`config.mk`:
```
export PLATFORM = sky130hd
export DESIGN_NAME = mac_arbiter
export DESIGN_NICKNAME = d
export VERILOG_FILES = /design/src/rtl/mac_pkg.sv /design/src/rtl/mac_tag_pipe.sv /design/src/rtl/mac_arbiter.sv
export SDC_FILE = /design/constraint.sdc
export NUM_CORES = 1
export LEC_CHECK = 0
export ABC_AREA = 0
export CORE_MARGIN = 2
export CORE_UTILIZATION = 38
export DETAILED_ROUTE_END_ITERATION = 12
export PLACE_DENSITY = 0.85
export SLEW_MARGIN = 20
export SYNTH_ARGS = -nofsm -noshare
export SYNTH_HDL_FRONTEND = slang
export SYNTH_SLANG_ARGS = --single-unit
```
`constraint.sdc`:
```
create_clock -name clk -period 1.8 [get_ports clk]
set_clock_uncertainty 0.1 [all_clocks]
set_input_delay 0.36 -clock clk [delete_from_list [all_inputs] [get_ports clk]]
set_output_delay 0.36 -clock clk [all_outputs]
set_load 0.03 [all_outputs]
```
`src/rtl/mac_pkg.sv`:
```
// mac_pkg: shared defaults and types for the mac arbiter slice.
//   MAC_AW / MAC_CW / MAC_ZW : default operand, addend and result widths
//   MODE_CT1 / MODE_CT2      : bit positions of the mode controls in reqN_mode
//   tag_t                    : in-flight tag {valid, chan}
package mac_pkg;

  localparam int unsigned MAC_AW = 16;
  localparam int unsigned MAC_CW = 32;
  localparam int unsigned MAC_ZW = MAC_CW + 1;

  localparam int unsigned MODE_CT1 = 0;
  localparam int unsigned MODE_CT2 = 1;

  typedef struct packed {
    logic valid;
    logic chan;
  } tag_t;

endpackage

```
`src/rtl/mac_tag_pipe.sv`:
```
// mac_tag_pipe: fixed-depth shift register of in-flight tags.
//   clk         : rising-edge clock
//   i_clr       : synchronous clear of every stage (active-high)
//   i_tag       : tag entering stage 0 (valid=0 on cycles with no issue)
//   o_tag       : tag leaving the last stage
//   o_any_valid : at least one stage holds a valid tag
module mac_tag_pipe
  import mac_pkg::*;
#(
  parameter int unsigned DEPTH = 2
) (
  input  logic clk,
  input  logic i_clr,
  input  tag_t i_tag,
  output tag_t o_tag,
  output logic o_any_valid
);

  tag_t r_tags [DEPTH];

  always_ff @(posedge clk) begin
    if (i_clr) begin
      for (int unsigned i = 0; i < DEPTH; i++) begin
        r_tags[i] <= '0;
      end
    end else begin
      r_tags[0] <= i_tag;
      for (int unsigned i = 1; i < DEPTH; i++) begin
        r_tags[i] <= r_tags[i-1];
      end
    end
  end

  assign o_tag = r_tags[DEPTH-1];

  always_comb begin
    o_any_valid = 1'b0;
    for (int unsigned i = 0; i < DEPTH; i++) begin
      o_any_valid = o_any_valid | r_tags[i].valid;
    end
  end

endmodule

```
`src/rtl/mac_arbiter.sv`:
```
// mac_arbiter: shares one fixed-latency mac between two request channels.
//   clk, rst                 : clock and synchronous active-high reset
//   reqN_valid/ready         : channel N request handshake (ready is combinational)
//   reqN_a/b/c/mode/last     : channel N payload; last=0 holds the burst lock
//   mac_a/b/c/ct1/ct2        : registered operands to the mac, held between issues
//   mac_z                    : mac result, valid MAC_LAT cycles after issue
//   rspN_valid/z             : channel N result pulse and held result value
//   busy                     : an operation is in flight or a burst lock is held
module mac_arbiter
  import mac_pkg::*;
#(
  parameter int unsigned AW      = MAC_AW,
  parameter int unsigned CW      = MAC_CW,
  parameter int unsigned ZW      = MAC_ZW,
  parameter int unsigned MAC_LAT = 1
) (
  input  logic          clk,
  input  logic          rst,

  input  logic          req0_valid,
  output logic          req0_ready,
  input  logic [AW-1:0] req0_a,
  input  logic [AW-1:0] req0_b,
  input  logic [CW-1:0] req0_c,
  input  logic [1:0]    req0_mode,
  input  logic          req0_last,

  input  logic          req1_valid,
  output logic          req1_ready,
  input  logic [AW-1:0] req1_a,
  input  logic [AW-1:0] req1_b,
  input  logic [CW-1:0] req1_c,
  input  logic [1:0]    req1_mode,
  input  logic          req1_last,

  output logic [AW-1:0] mac_a,
  output logic [AW-1:0] mac_b,
  output logic [CW-1:0] mac_c,
  output logic          mac_ct1,
  output logic          mac_ct2,
  input  logic [ZW-1:0] mac_z,

  output logic          rsp0_valid,
  output logic [ZW-1:0] rsp0_z,
  output logic          rsp1_valid,
  output logic [ZW-1:0] rsp1_z,

  output logic          busy
);

  // One stage per mac latency cycle plus the issue register stage.
  localparam int unsigned TAG_DEPTH = MAC_LAT + 1;

  logic          r_rr;         // 0: channel 0 preferred on contention
  logic          r_lock;
  logic          r_lock_chan;
  logic [AW-1:0] r_mac_a;
  logic [AW-1:0] r_mac_b;
  logic [CW-1:0] r_mac_c;
  logic          r_mac_ct1;
  logic          r_mac_ct2;
  logic          r_rsp0_valid;
  logic          r_rsp1_valid;
  logic [ZW-1:0] r_rsp0_z;
  logic [ZW-1:0] r_rsp1_z;

  logic          w_gnt0;
  logic          w_gnt1;
  logic          w_acc;
  logic          w_acc_chan;
  logic          w_acc_last;
  logic [AW-1:0] w_acc_a;
  logic [AW-1:0] w_acc_b;
  logic [CW-1:0] w_acc_c;
  logic [1:0]    w_acc_mode;
  tag_t          w_tag_in;
  tag_t          w_tag_out;
  logic          w_tags_busy;

  // Grant: lock restricts to the locked channel; otherwise single valid wins,
  // and the RR pointer breaks ties. Nothing is granted while in reset.
  always_comb begin
    w_gnt0 = 1'b0;
    w_gnt1 = 1'b0;
    if (!rst) begin
      if (r_lock) begin
        w_gnt0 = req0_valid && !r_lock_chan;
        w_gnt1 = req1_valid && r_lock_chan;
      end else if (req0_valid && (!req1_valid || !r_rr)) begin
        w_gnt0 = 1'b1;
      end else if (req1_valid) begin
        w_gnt1 = 1'b1;
      end
    end
  end

  assign req0_ready = w_gnt0;
  assign req1_ready = w_gnt1;

  assign w_acc      = w_gnt0 | w_gnt1;
  assign w_acc_chan = w_gnt1;
  assign w_acc_last = w_gnt1 ? req1_last : req0_last;
  assign w_acc_a    = w_gnt1 ? req1_a    : req0_a;
  assign w_acc_b    = w_gnt1 ? req1_b    : req0_b;
  assign w_acc_c    = w_gnt1 ? req1_c    : req0_c;
  assign w_acc_mode = w_gnt1 ? req1_mode : req0_mode;

  // Arbitration state and issue registers; mac_* hold across idle cycles.
  always_ff @(posedge clk) begin
    if (rst) begin
      r_rr        <= 1'b0;
      r_lock      <= 1'b0;
      r_lock_chan <= 1'b0;
      r_mac_a     <= '0;
      r_mac_b     <= '0;
      r_mac_c     <= '0;
      r_mac_ct1   <= 1'b0;
      r_mac_ct2   <= 1'b0;
    end else if (w_acc) begin
      r_rr        <= ~w_acc_chan;
      r_lock      <= ~w_acc_last;
      r_lock_chan <= w_acc_chan;
      r_mac_a     <= w_acc_a;
      r_mac_b     <= w_acc_b;
      r_mac_c     <= w_acc_c;
      r_mac_ct1   <= w_acc_mode[MODE_CT1];
      r_mac_ct2   <= w_acc_mode[MODE_CT2];
    end
  end

  assign mac_a   = r_mac_a;
  assign mac_b   = r_mac_b;
  assign mac_c   = r_mac_c;
  assign mac_ct1 = r_mac_ct1;
  assign mac_ct2 = r_mac_ct2;

  assign w_tag_in.valid = w_acc;
  assign w_tag_in.chan  = w_acc_chan;

  mac_tag_pipe #(
    .DEPTH (TAG_DEPTH)
  ) u_tag_pipe (
    .clk         (clk),
    .i_clr       (rst),
    .i_tag       (w_tag_in),
    .o_tag       (w_tag_out),
    .o_any_valid (w_tags_busy)
  );

  // The exiting tag lines up with mac_z for the op it was pushed with.
  always_ff @(posedge clk) begin
    if (rst) begin
      r_rsp0_valid <= 1'b0;
      r_rsp1_valid <= 1'b0;
      r_rsp0_z     <= '0;
      r_rsp1_z     <= '0;
    end else begin
      r_rsp0_valid <= w_tag_out.valid && !w_tag_out.chan;
      r_rsp1_valid <= w_tag_out.valid && w_tag_out.chan;
      if (w_tag_out.valid && !w_tag_out.chan) begin
        r_rsp0_z <= mac_z;
      end
      if (w_tag_out.valid && w_tag_out.chan) begin
        r_rsp1_z <= mac_z;
      end
    end
  end

  assign rsp0_valid = r_rsp0_valid;
  assign rsp1_valid = r_rsp1_valid;
  assign rsp0_z     = r_rsp0_z;
  assign rsp1_z     = r_rsp1_z;

  assign busy = w_tags_busy | r_lock;

endmodule

```
==> results of run 1 <==
==> layout by cell type, fill, tap and decap left out, types with 2 or more instances in the layout <==
master | netlist | final
sky130_fd_sc_hd__clkbuf_8 | 0 | 2
sky130_fd_sc_hd__nor2_1 | 19 | 19
sky130_fd_sc_hd__inv_4 | 0 | 2
sky130_fd_sc_hd__buf_6 | 8 | 4
sky130_fd_sc_hd__nor2b_1 | 5 | 3
sky130_fd_sc_hd__dfxtp_1 | 141 | 139
sky130_fd_sc_hd__buf_4 | 2 | 19
sky130_fd_sc_hd__clkinvlp_4 | 0 | 5
sky130_fd_sc_hd__a22oi_2 | 0 | 3
sky130_fd_sc_hd__nand3_1 | 50 | 50
sky130_fd_sc_hd__a22oi_1 | 50 | 47
sky130_fd_sc_hd__buf_12 | 0 | 10
sky130_fd_sc_hd__nand3_2 | 2 | 2
sky130_fd_sc_hd__inv_6 | 0 | 2
sky130_fd_sc_hd__nand2_1 | 167 | 167
sky130_fd_sc_hd__clkinv_2 | 0 | 2
sky130_fd_sc_hd__nand2b_1 | 3 | 3
sky130_fd_sc_hd__a21oi_1 | 117 | 116
sky130_fd_sc_hd__dfxtp_2 | 0 | 2
sky130_fd_sc_hd__clkbuf_16 | 0 | 18
sky130_fd_sc_hd__bufinv_16 | 0 | 3
sky130_fd_sc_hd__clkdlybuf4s50_1 | 0 | 168
sky130_fd_sc_hd__a311oi_1 | 16 | 16
sky130_fd_sc_hd__dlygate4sd2_1 | 0 | 135
sky130_fd_sc_hd__buf_8 | 1 | 2
==> Yosys cell counts (3+ instances only) <==
master,n
sky130_fd_sc_hd__a311oi_1,16
sky130_fd_sc_hd__nand2b_1,3
sky130_fd_sc_hd__nor2b_1,5
sky130_fd_sc_hd__clkbuf_1,30
sky130_fd_sc_hd__dfxtp_1,141
sky130_fd_sc_hd__nand3_1,50
sky130_fd_sc_hd__a22oi_1,50
sky130_fd_sc_hd__buf_1,4
sky130_fd_sc_hd__nand2_1,167
sky130_fd_sc_hd__buf_2,12
sky130_fd_sc_hd__a21oi_1,117
sky130_fd_sc_hd__buf_6,8
sky130_fd_sc_hd__nor2_1,19
==> power by group through the flow <==
stage	combinational [mW]	sequential, mW	clock [mW]
finish	1.81	3.43	3.62
global route	1.92	3.45	3.80
CTS	1.77	3.43	3.69
detailed placement	1.86	3.50	0
global placement	1.84	3.49	0
floorplan	0.543	3.84	0
==> cell type report <==
class	count	area, sq um
Fill cell	1167	4600
Timing Repair Buffer	339	3310
Sequential cell	141	2830
Multi-Input combinational cell	438	2240
Clock buffer	19	453
Tap cell	180	225
Clock inverter	13	164
Inverter	3	16.3
==> metal layers <==
metal | track usage | vias to the layer above | share of wire
met5 | 0 | - | 0
met4 | 0.113 | 0 | 0.027
met3 | 0.0781 | 40 | 0.083
met2 | 0.407 | 278 | 0.50
met1 | 0.281 | 2729 | 0.39
li1 | - | 2812 | -
==> cell families after synthesis <==
family                 count (synthesis)  synth area share
AO/OA/AOI/OAI                        185             0.209
buffers and inverters                 60            0.0597
flip-flops                           141             0.528
AND/OR/NAND/NOR                      253             0.203
==> worst max path at each step <==
stage | end | slack [ns] | cells past startpoint
after floorplan | mac_c[24] | 0.25 | 6
after global placement | mac_c[4] | -0.30 | 7
after detailed placement | mac_a[11] | -0.40 | 7
after CTS | req1_ready | -0.10 | 4
after global routing | req1_ready | -0.13 | 4
final | req1_ready | -0.09 | 4
==> flip-flops by register name, summed over array words and instances, names as in the netlist <==
signal             flops
rsp0_z                33
rsp1_z                33
mac_c                 32
mac_a                 16
mac_b                 16
u_tag_pipe.r_tags      4
mac_ct1                1
mac_ct2                1
r_lock                 1
r_lock_chan            1
r_rr                   1
rsp0_valid             1
rsp1_valid             1
==> what timing repair did <==
action / in CTS / in global routing
endpoints found under the setup margin: 137 / 12
resized for setup: 144 / 10
setup buffers: 2 / 5
pin swaps: 1 / 3
cloned: 0 / 1
==> metrics list, run 1 <==
- Total Power: 8.86 mW
- Core area: 13,800 sq um
- Upper clock frequency limit: 529 MHz
- Post-route DRC violation count: 0
* Clock share of power: 0.409
* Synth Flop Type: sky130_fd_sc_hd__dfxtp_1
- Max-slew violations: 0
- Post-place setup slack: -0.395 ns
- Die X: around 120 microns
- Detailed-route vias per instance: 5.17
- Startpoint of the worst-slack reg-to-reg timing path: r_rr
* Clk pin slew, worst setup/hold paths: approximately 0.060 ns
- Fraction of final layout cells sized beyond drive strength 1: 0.0881
* Buffers plus inverters on the worst setup path: 2
- Of the synthesized area, sequential elements account for 0.528.
* Library cell contributing the largest single delay on the critical path: sky130_fd_sc_hd__or3b_4
- Including well taps, the total number of placed cells is ~1,100.
- Final weighted congestion in routability-driven placement: slightly above 0.9
- Global-route wire length before repair: 28.3 mm
- Summed instance area of the synthesized netlist: 5340 sq um
- Of the total power, the share spent switching nets is 0.278.
- Averaged over all synthesized cells, the footprint is 8.36 sq um.
- Reported net switching power: about 2.5 mW
- For this configuration, the core starts out at a cell density of 0.386.
- In this run, synthesis produced a sequential element count of 141.
- Number of antenna violations at the first check in global routing: 0
- Internal power: 6.40 mW
- The later pin in the worst-skew pair is clocked with a latency of 0.41 ns.
- Worst reg2reg endpoint: mac_c[25]
* Post-layout util: 0.667
* H-Tree Level Count: 4
- Crit path arrival time: about 1.4 ns
- Counting I/O delays and the setup requirement, the final critical path takes 1.89 ns.
* Type of the worst min-delay path: input pin to register
- Combinational fraction of design power: 0.204
- Detailed placement finished with a half-perimeter wire length of 12.9 mm.
* Sequential group share of total power: 0.387
- Count of yosys warnings during synthesis: 0
* Number of buffers inserted by hold repair at cts: 0
- Async S/R FF share, synth: 0
- In this run the register-to-register setup slack is -0.01 ns.
- Quantity of I/O buffers inserted on ports: 307
- Total routed wirelength: 18.8 mm
- VDD sags by at most roughly 0.53 mV.
- Setup WS post-layout: -0.0918 ns
- CTS tree: built
- For the pin with the worst max-slew slack, the measured transition is 0.604 ns.
- Most area-hungry cell type in the Yosys netlist: sky130_fd_sc_hd__dfxtp_1
- For this run, the number of standard cells in the final layout without fillers is 1,133.
- Reg2Reg Depth: 7
- Cell type group with the largest total delay on the critical path: simple AND/OR/NAND/NOR gates
- Clock tree synthesis found a total of 141 sinks.
* Post-Syn Instances: 639
- The clock passes through at most 2 buffers.
- Largest stage delay, worst path: approximately 0.42 ns
* Detailed-route wire length per cell: 16.6 microns
- Across all hold checks on the routed design, the worst slack comes to 0.130 ns.
* Clock root buffer master: sky130_fd_sc_hd__clkbuf_16
- Placed cell areas: between 8000 and 9000 sq um
- The worst setup path is launched from a register.
- The first detailed-routing pass took 5 iterations.
- Tracing the worst setup path back leads to its startpoint at r_rr.
- Post-synth EDFFs: 0
- The repair_antennas step left the layout with diodes totalling 0.
- The number of endpoints with negative hold slack in the final report came to 0.
- Along the worst hold path, the cell count comes to 2.
- The run finished, with violations left.
* Endpoint required time on the critical path: between 1 and 1.5 ns
- Buffers inserted during clock tree synthesis total 17.
- Distinct cells, synth: 27
- Detailed routing inserted a total of 5,859 vias.
* Area share of the leading cell type in the synthesized netlist: 0.528
- Summed over all cells, the static leakage comes to 3.91 nW.
- Entering global routing, the biggest net connects approximately 130 pins.
- Failing checks: negative setup slack
- The worst hold path begins at rst.
- The number of global-route vias before repair was approximately 5,600.
* Antenna violation net count after detailed routing: 0
* Crit-path cells: or3b_4 > nand3_4 > inv_4 > buf_6
- Remaining global-route overflow: 0
* # Max-Cap Violations: 0
- For the final routed database, the setup TNS stands at -0.111 ns.
- Final setup violation count: 4
- Total number of placement rows: 43
- Kind of end point of the critical path: output port
- Unrepaired setup endpoints after global routing: yes
- Compared with the post-synthesis result, the final layout area differs by 72.7%.
- Measured against its own limit, the worst slew margin works out to 0.597.
* # nets final: roughly 1,100
- Cells taking the most area after synthesis: sky130_fd_sc_hd__dfxtp_1 53%, sky130_fd_sc_hd__nand2_1 12%, sky130_fd_sc_hd__a21oi_1 11%, sky130_fd_sc_hd__a22oi_1 7.0%, sky130_fd_sc_hd__nand3_1 4.7%
- Die area: about 15,000 sq um
- Along the worst path, the maximum fanout reaches 4.
* Power density over cell area: between 900 and 1000 nW/um^2
* Total track usage: 0.243
- Worst min-delay path endpoint: mac_c[30]
- Final cycle utilization of the critical path: 1.05
* Post-synthesis net count: slightly above 800
- After routing the design area is approximately 9200 sq um.
- The detailed router finished its first iteration with approximately 380 violations.
- Die height: about 120 microns
- The critical path is of the register to output port type.
* Boundary pin count: ~310
(Power assumes the default switching activity.)
==> inputs of run 2 (changes only) <==
--- a/config.mk
+++ b/config.mk
@@ -7,9 +7,10 @@
 export LEC_CHECK = 0
 export ABC_AREA = 0
 export CORE_MARGIN = 2
-export CORE_UTILIZATION = 38
+export CORE_UTILIZATION = 34
 export DETAILED_ROUTE_END_ITERATION = 12
-export PLACE_DENSITY = 0.85
+export GPL_ROUTABILITY_DRIVEN = 0
+export PLACE_DENSITY = 0.81
 export SLEW_MARGIN = 20
 export SYNTH_ARGS = -nofsm -noshare
 export SYNTH_HDL_FRONTEND = slang
==> constraint.sdc (replaced) <==
create_clock -name clk -period 1.6 [get_ports clk]
set_clock_uncertainty 0.1 [all_clocks]
set_input_delay 0.32 -clock clk [delete_from_list [all_inputs] [get_ports clk]]
set_output_delay 0.32 -clock clk [all_outputs]
set_load 0.03 [all_outputs]
==> metrics list, run 2 (synthesis gave the netlist of run 1 again) <==
* Total routed wirelength: 21.5 mm
- Remaining global-route overflow: 0
- Crit path from: r_rr
* Via count of the first global-routing pass: approximately 5,700
- In this run the remaining antenna-violating nets after routing total 0.
- Number of iterations in the first detailed-routing pass: 5
* H-Tree Level Count: 4
- Number of filler instances in the final layout: 1,210
* Crit-path cells: or3b_4 > nand3_4 > inv_4 > buf_12 > buf_8
- Detailed-route wire length per cell: 17.9 microns
* Hold Path Origin: rsp0_z[5]
* Worst-Margin Slew: 0.386 ns
- # nets final: 1,145
- N_diodes: 0
- Number of buffers between clock root and the deepest sink: 2
- Type of the worst min-delay path: register to register
* Total number of placement rows: 45
* Detailed-placement wirelength estimate: 12.9 mm
- For this run, design rule violations remaining after detail routing come to 0.
* Max-slew violations: 0
- Fraction of final layout cells sized beyond drive strength 1: 0.217
* Unrepaired setup endpoints after global routing: yes
- Kind of end point of the critical path: output port
- Max-cap violations in this run came to 0.
- Relative to the synthesized area, the layout overhead comes to 91.4%.
- Outcome: finished with violations
- Along the worst path, the maximum fanout reaches 2.
- Power spread over the standard cell area amounts to between 1000 and 1500 nW/um^2.
* Clk pin slew, worst setup/hold paths: around 0.06 ns
- Worst VDD drop: 0.674 mV
- The die covers 16,700 sq um.
* Die height: 129 microns
- Clock latency at the later pin of the worst-skew pair: about 0.4 ns
* Quantity of I/O buffers inserted on ports: 307
- STA classifies the critical path startpoint as a register.
- Crit path arrival time: 1.54 ns
- Total Power: approximately 10 mW
- In the global route stage, overall resource usage came out at 0.227.
* Detailed-route vias per instance: 5.16
* Clock buffers created by TritonCTS: 17
- The top cell types in the final layout, fill and taps aside, are 168 x sky130_fd_sc_hd__clkdlybuf4s50_1, 167 x sky130_fd_sc_hd__nand2_1, 139 x sky130_fd_sc_hd__dfxtp_1.
- Clock root buffer master: sky130_fd_sc_hd__clkbuf_16
- For this design the static power due to leakage is 3.92 nW.
- Post-layout util: 0.670
* Setup WS post-layout: -0.361 ns
- STA puts the critical path data required time at 1.18 ns.
- For this run, the slowest stage of the critical path takes 0.41 ns.
- Clock tree synthesis found a total of roughly 140 sinks.
- Of the available clock period, the critical path in the final layout requires 1.23.
- Worst slew margin relative to its limit: 0.743
- Subtracting the final worst setup slack from the clock period gives about 2 ns.
* Most common cell after layout, fill and taps aside: sky130_fd_sc_hd__clkdlybuf4s50_1
- The number of antenna violations at the first check in global routing is 0.
- The number of hold buffers added after CTS was 0.
- Library cell contributing the largest single delay on the critical path: sky130_fd_sc_hd__or3b_4
- Iteration-0 DRC count of the detailed router: 288
- Entering global routing, the biggest net connects between 70 and 80 pins.
- For this configuration, the core starts out at a cell density of 0.350.
- Summing over every cut layer, the via total after detailed routing is 6,184.
- The setup path with the least slack is of type register to output port.
- CTS tree: built
- Die X: approximately 130 microns
- Hold Vio Cnt, Final: 0
* Failing checks: negative setup slack
- Derived from the worst setup path, the maximum achievable clock frequency is 510 MHz.
- Global-route wire length before repair: just under 30 mm
- The startpoint identified for the worst register-to-register timing path is r_rr.
* Core area: 15,300 sq um
* Setup TNS: -11.19 ns
- Boundary pin count: just over 300
- Final setup violation count: 67
## run 2: changes by cell type in the layout (fill, tap and decap cells not counted), sizes merged, moves of 3 or more
cell / change
clkinv: +3
buf: +27
clkbuf: +40
clkinvlp: -4
clkdlybuf4s15: +78
dlygate4sd2: -109
## run 2: cell type report
cell class / count / area [sq um] / area share
repair buffers: 372 / 3980 / 0.389
flip-flops and latches: 141 / 2830 / 0.276
multi-input cells: 439 / 2570 / 0.251
clock buffers: 22 / 464 / 0.0454
well taps: 211 / 264 / 0.0258
clock inverters: 10 / 114 / 0.0111
inverters: 3 / 13.8 / 0.00135
## run 2: worst paths after layout
check,end,slack [ns],depth (start not counted)
max,req1_ready,-0.36,5
min,rsp0_z[5],0.35,2
max reg2reg,mac_b[15],-0.33,9
min reg2reg,rsp0_z[5],0.35,2
## run 2: worst max-delay path: cells and delay by family (launching register included)
| kind | cells | cell delay, ns |
|---|---|---|
| AND/OR/NAND/NOR | 2 | 0.50 |
| buffers and inverters | 3 | 0.29 |
| flip-flops | 1 | 0.33 |
## run 2: per-layer routing
metal | up-vias | GRT usage | part of all wire
met5 | - | 0 | 0
met1 | 2905 | 0.265 | 0.38
met4 | 0 | 0.112 | 0.043
li1 | 2898 | - | -
met2 | 313 | 0.384 | 0.50
met3 | 68 | 0.0632 | 0.076
## run 2: what timing repair did
item | 4_1_cts | 5_1_grt
buffers inserted | 13 | 11
gates resized for setup | 193 | 203
pin swaps | 9 | 76
cloned | 8 | 8
endpoints found under the setup margin | 165 | 164
## run 2: metrics by stage
stage / instances / cell area (sq um) / setup slack [ns] / hold slack, ns
floorplan: 639 / 5340 / 0.0538 / 0.314
global placement: 1128 / 8750 / -0.468 / 0.318
detailed placement: 1128 / 8750 / -0.502 / 0.326
CTS: 1181 / 9670 / -0.352 / 0.343
global route: 1198 / 10200 / -0.413 / 0.367
finish: 1198 / 10200 / -0.361 / 0.351
## run 2: power breakdown
group	internal [mW]	total [mW]	switching, mW
Clock	2.38	3.90	1.52
Combinational	1.22	2.51	1.29
Sequential	3.74	3.87	0.129
Total	7.34	10.3	2.95
==> inputs of run 3 (changes only) <==
--- a/config.mk
+++ b/config.mk
@@ -10,7 +10,7 @@
 export CORE_UTILIZATION = 34
 export DETAILED_ROUTE_END_ITERATION = 12
 export GPL_ROUTABILITY_DRIVEN = 0
-export PLACE_DENSITY = 0.81
+export PLACE_DENSITY = 0.84
 export SLEW_MARGIN = 20
 export SYNTH_ARGS = -nofsm -noshare
 export SYNTH_HDL_FRONTEND = slang
==> metrics list, run 3 (synthesis gave the netlist of run 1 again) <==
- The cell family contributing the most delay on the critical path is simple AND/OR/NAND/NOR gates.
- Static Leak: 3.92 nW
- Clk pin slew, worst setup/hold paths: 0.06 ns
* Total number of placement rows: 45
- The number of antenna violations at the first check in global routing came to 0.
- The initial utilization of the core area, before any placement, comes to 0.350.
- Number of cells in the finished layout apart from fillers: 1,193
- The min-delay analysis places its worst path in the category input pin to register.
* Worst slew margin relative to its limit: 0.534
* Post-layout util: 0.666
- The worst register-to-register path has a depth of 7.
* Number of filler instances in the final layout: 1,218
- Antenna violation net count after detailed routing: 0
- Quantity of I/O buffers inserted on ports: 307
- After floorplanning, the core was sized to cover 15,300 sq um.
- CTS saw between 100 and 150 sinks.
- Number of cells traversed by the worst hold path: 3
- Placed cells: 1,131
- Startpoint of the worst-slack reg-to-reg timing path: r_lock
- Summing all multi-input logic gate instances after layout gives about 2600 sq um.
- Total track usage: 0.233
- Via count: just over 6,000
- Failing checks: negative setup slack
- The worst path in the final design needs a cycle of approximately 1.9 ns, including I/O delays and setup.
- Most common cell after layout, fill and taps aside: sky130_fd_sc_hd__clkdlybuf4s50_1
- The number of hold buffers added after CTS was 0.
- Final hold analysis gives a worst-case slack of approximately 0.30 ns.
- After legalization and detailed placement, the total HPWL measured 13.5 mm.
- Largest stage delay, worst path: 0.39 ns
- Power spread over the standard cell area amounts to about 1000 nW/um^2.
- The pre-antenna-repair detailed-routing pass consisted of 4 iterations.
- The floorplan step set the die height to 129 microns.
- Worst VDD drop: between 0.8 and 0.9 mV
- Unrepaired setup endpoints after global routing: yes
- The detailed router finished its first iteration with ~300 violations.
- Buffers plus inverters on the worst setup path: 3
- Setup TNS: -7.33 ns
- After global routing the overflow that remains totals 0.
- Boundary pin count: between 300 and 400
* Most frequent cells in the layout: 168 x sky130_fd_sc_hd__clkdlybuf4s50_1, 164 x sky130_fd_sc_hd__nand2_1, 138 x sky130_fd_sc_hd__dfxtp_1
- Fraction of final layout cells sized beyond drive strength 1: 0.214
* Setup WS post-layout: -0.338 ns
- Final cycle utilization of the critical path: 1.21
* Total Power: about 10 mW
- Detailed-route wire length per cell: 18.1 microns
- Clock tree synthesis selected as its root buffer the cell sky130_fd_sc_hd__clkbuf_16.
- Crit-path cells: or3b_4 > nand3_4 > inv_6 > buf_12 > buf_8
- Along the worst path, the maximum fanout reaches 3.
* CP startpoint kind: register
- Detailed-route vias per instance: between 5 and 6
* Upper clock frequency limit: about 520 MHz
* Worst min-delay path endpoint: mac_c[27]
- Global-route wire length before repair: 30.4 mm
- Max-slew violations: 0
* R2R Setup Slk: -0.26 ns
- Sequential standard cell area: 2830 sq um
* Die area: 16,700 sq um
- The final layout contains 1,140 nets.
- Relative to the synthesized area, the layout overhead comes to 90.2%.
- Hold Vio Cnt, Final: 0
- The endpoint identified for the worst register-to-register timing path is mac_c[24].
- Outcome: finished with violations
- Endpoint required time on the critical path: 1.18 ns
- The final layout contains routed wiring with a total length of 21.6 mm.
- STA classifies the critical path endpoint as an output port.
- H-Tree Level Count: 4
- Die X: 129 microns
* CTS tree: built
- Largest net degree at the start of global routing: 63
* Clock latency at the later pin of the worst-skew pair: 0.41 ns
- Number of buffers between clock root and the deepest sink: 2
* Crit path arrival time: about 1.5 ns
* N_diodes: 0
* Library cell contributing the largest single delay on the critical path: sky130_fd_sc_hd__or3b_4
- Buffers inserted during clock tree synthesis total 17.
* Hold Path Origin: rst
- # Max-Cap Violations: 0
* Worst-Margin Slew: approximately 0.7 ns
- Post-route DRC violation count: 0
- Setup violations remaining at the end of the flow were counted as 69.
- Via count of the first global-routing pass: 5,988
- Startpoint-to-endpoint class of the critical path: register to output port
==> run 3: changes by cell type in the layout (fill, tap and decap cells not counted), moves of 5 or more <==
cell                              delta
sky130_fd_sc_hd__nand3_2             -8
sky130_fd_sc_hd__buf_12              -7
sky130_fd_sc_hd__clkdlybuf4s15_1     -8
sky130_fd_sc_hd__dlygate4sd2_1      +10
sky130_fd_sc_hd__buf_6               -8
sky130_fd_sc_hd__nand3_1             +9
sky130_fd_sc_hd__clkbuf_2            -5
sky130_fd_sc_hd__buf_4               +6
==> run 3: layout make-up <==
cell class	count	area share
repair buffers	366	0.380
clock inverters	12	0.0159
flip-flops and latches	141	0.278
well taps	211	0.0260
multi-input cells	440	0.253
inverters	3	0.00160
clock buffers	20	0.0459
==> run 3: stage by stage <==
stage,setup WS [ns],area [sq um]
6_report,-0.338,10200
3_3_place_gp,-0.467,8770
3_5_place_dp,-0.529,8770
5_1_grt,-0.381,10200
2_1_floorplan,0.0538,5340
4_1_cts,-0.345,9680
==> run 3: worst min-delay path, stage by stage <==
cell                      delay (ns)
sky130_fd_sc_hd__buf_4          0.11
sky130_fd_sc_hd__buf_4          0.28
sky130_fd_sc_hd__a21oi_2        0.04
==> run 3: per-layer routing <==
| metal | global-route usage | part of all wire |
|---|---|---|
| met5 | 0 | 0 |
| met4 | 0.0895 | 0.029 |
| met3 | 0.0702 | 0.071 |
| met2 | 0.425 | 0.52 |
| met1 | 0.253 | 0.38 |
==> run 3: worst max path at each step <==
stage	from	end	slack, ns	cells after the start
3_5_place_dp	req0_valid	mac_c[13]	-0.53	7
4_1_cts	r_rr	req1_ready	-0.35	5
6_report	r_lock	req1_ready	-0.34	5
2_1_floorplan	r_lock	mac_c[24]	0.05	6
5_1_grt	r_lock	req1_ready	-0.38	5
3_3_place_gp	req0_valid	req1_ready	-0.47	6
==> run 3: repair_timing <==
action / 4_1_cts / 5_1_grt
pin swaps: 15 / 32
setup endpoints to repair: 184 / 156
gates resized for setup: 232 / 134
cloned: 3 / 14
setup buffers: 8 / 8
==> run 3: power by group <==
group / internal, mW / total, mW / switching [mW]
combinational: 1.19 / 2.48 / 1.29
sequential: 3.74 / 3.87 / 0.127
clock: 2.59 / 4.11 / 1.53
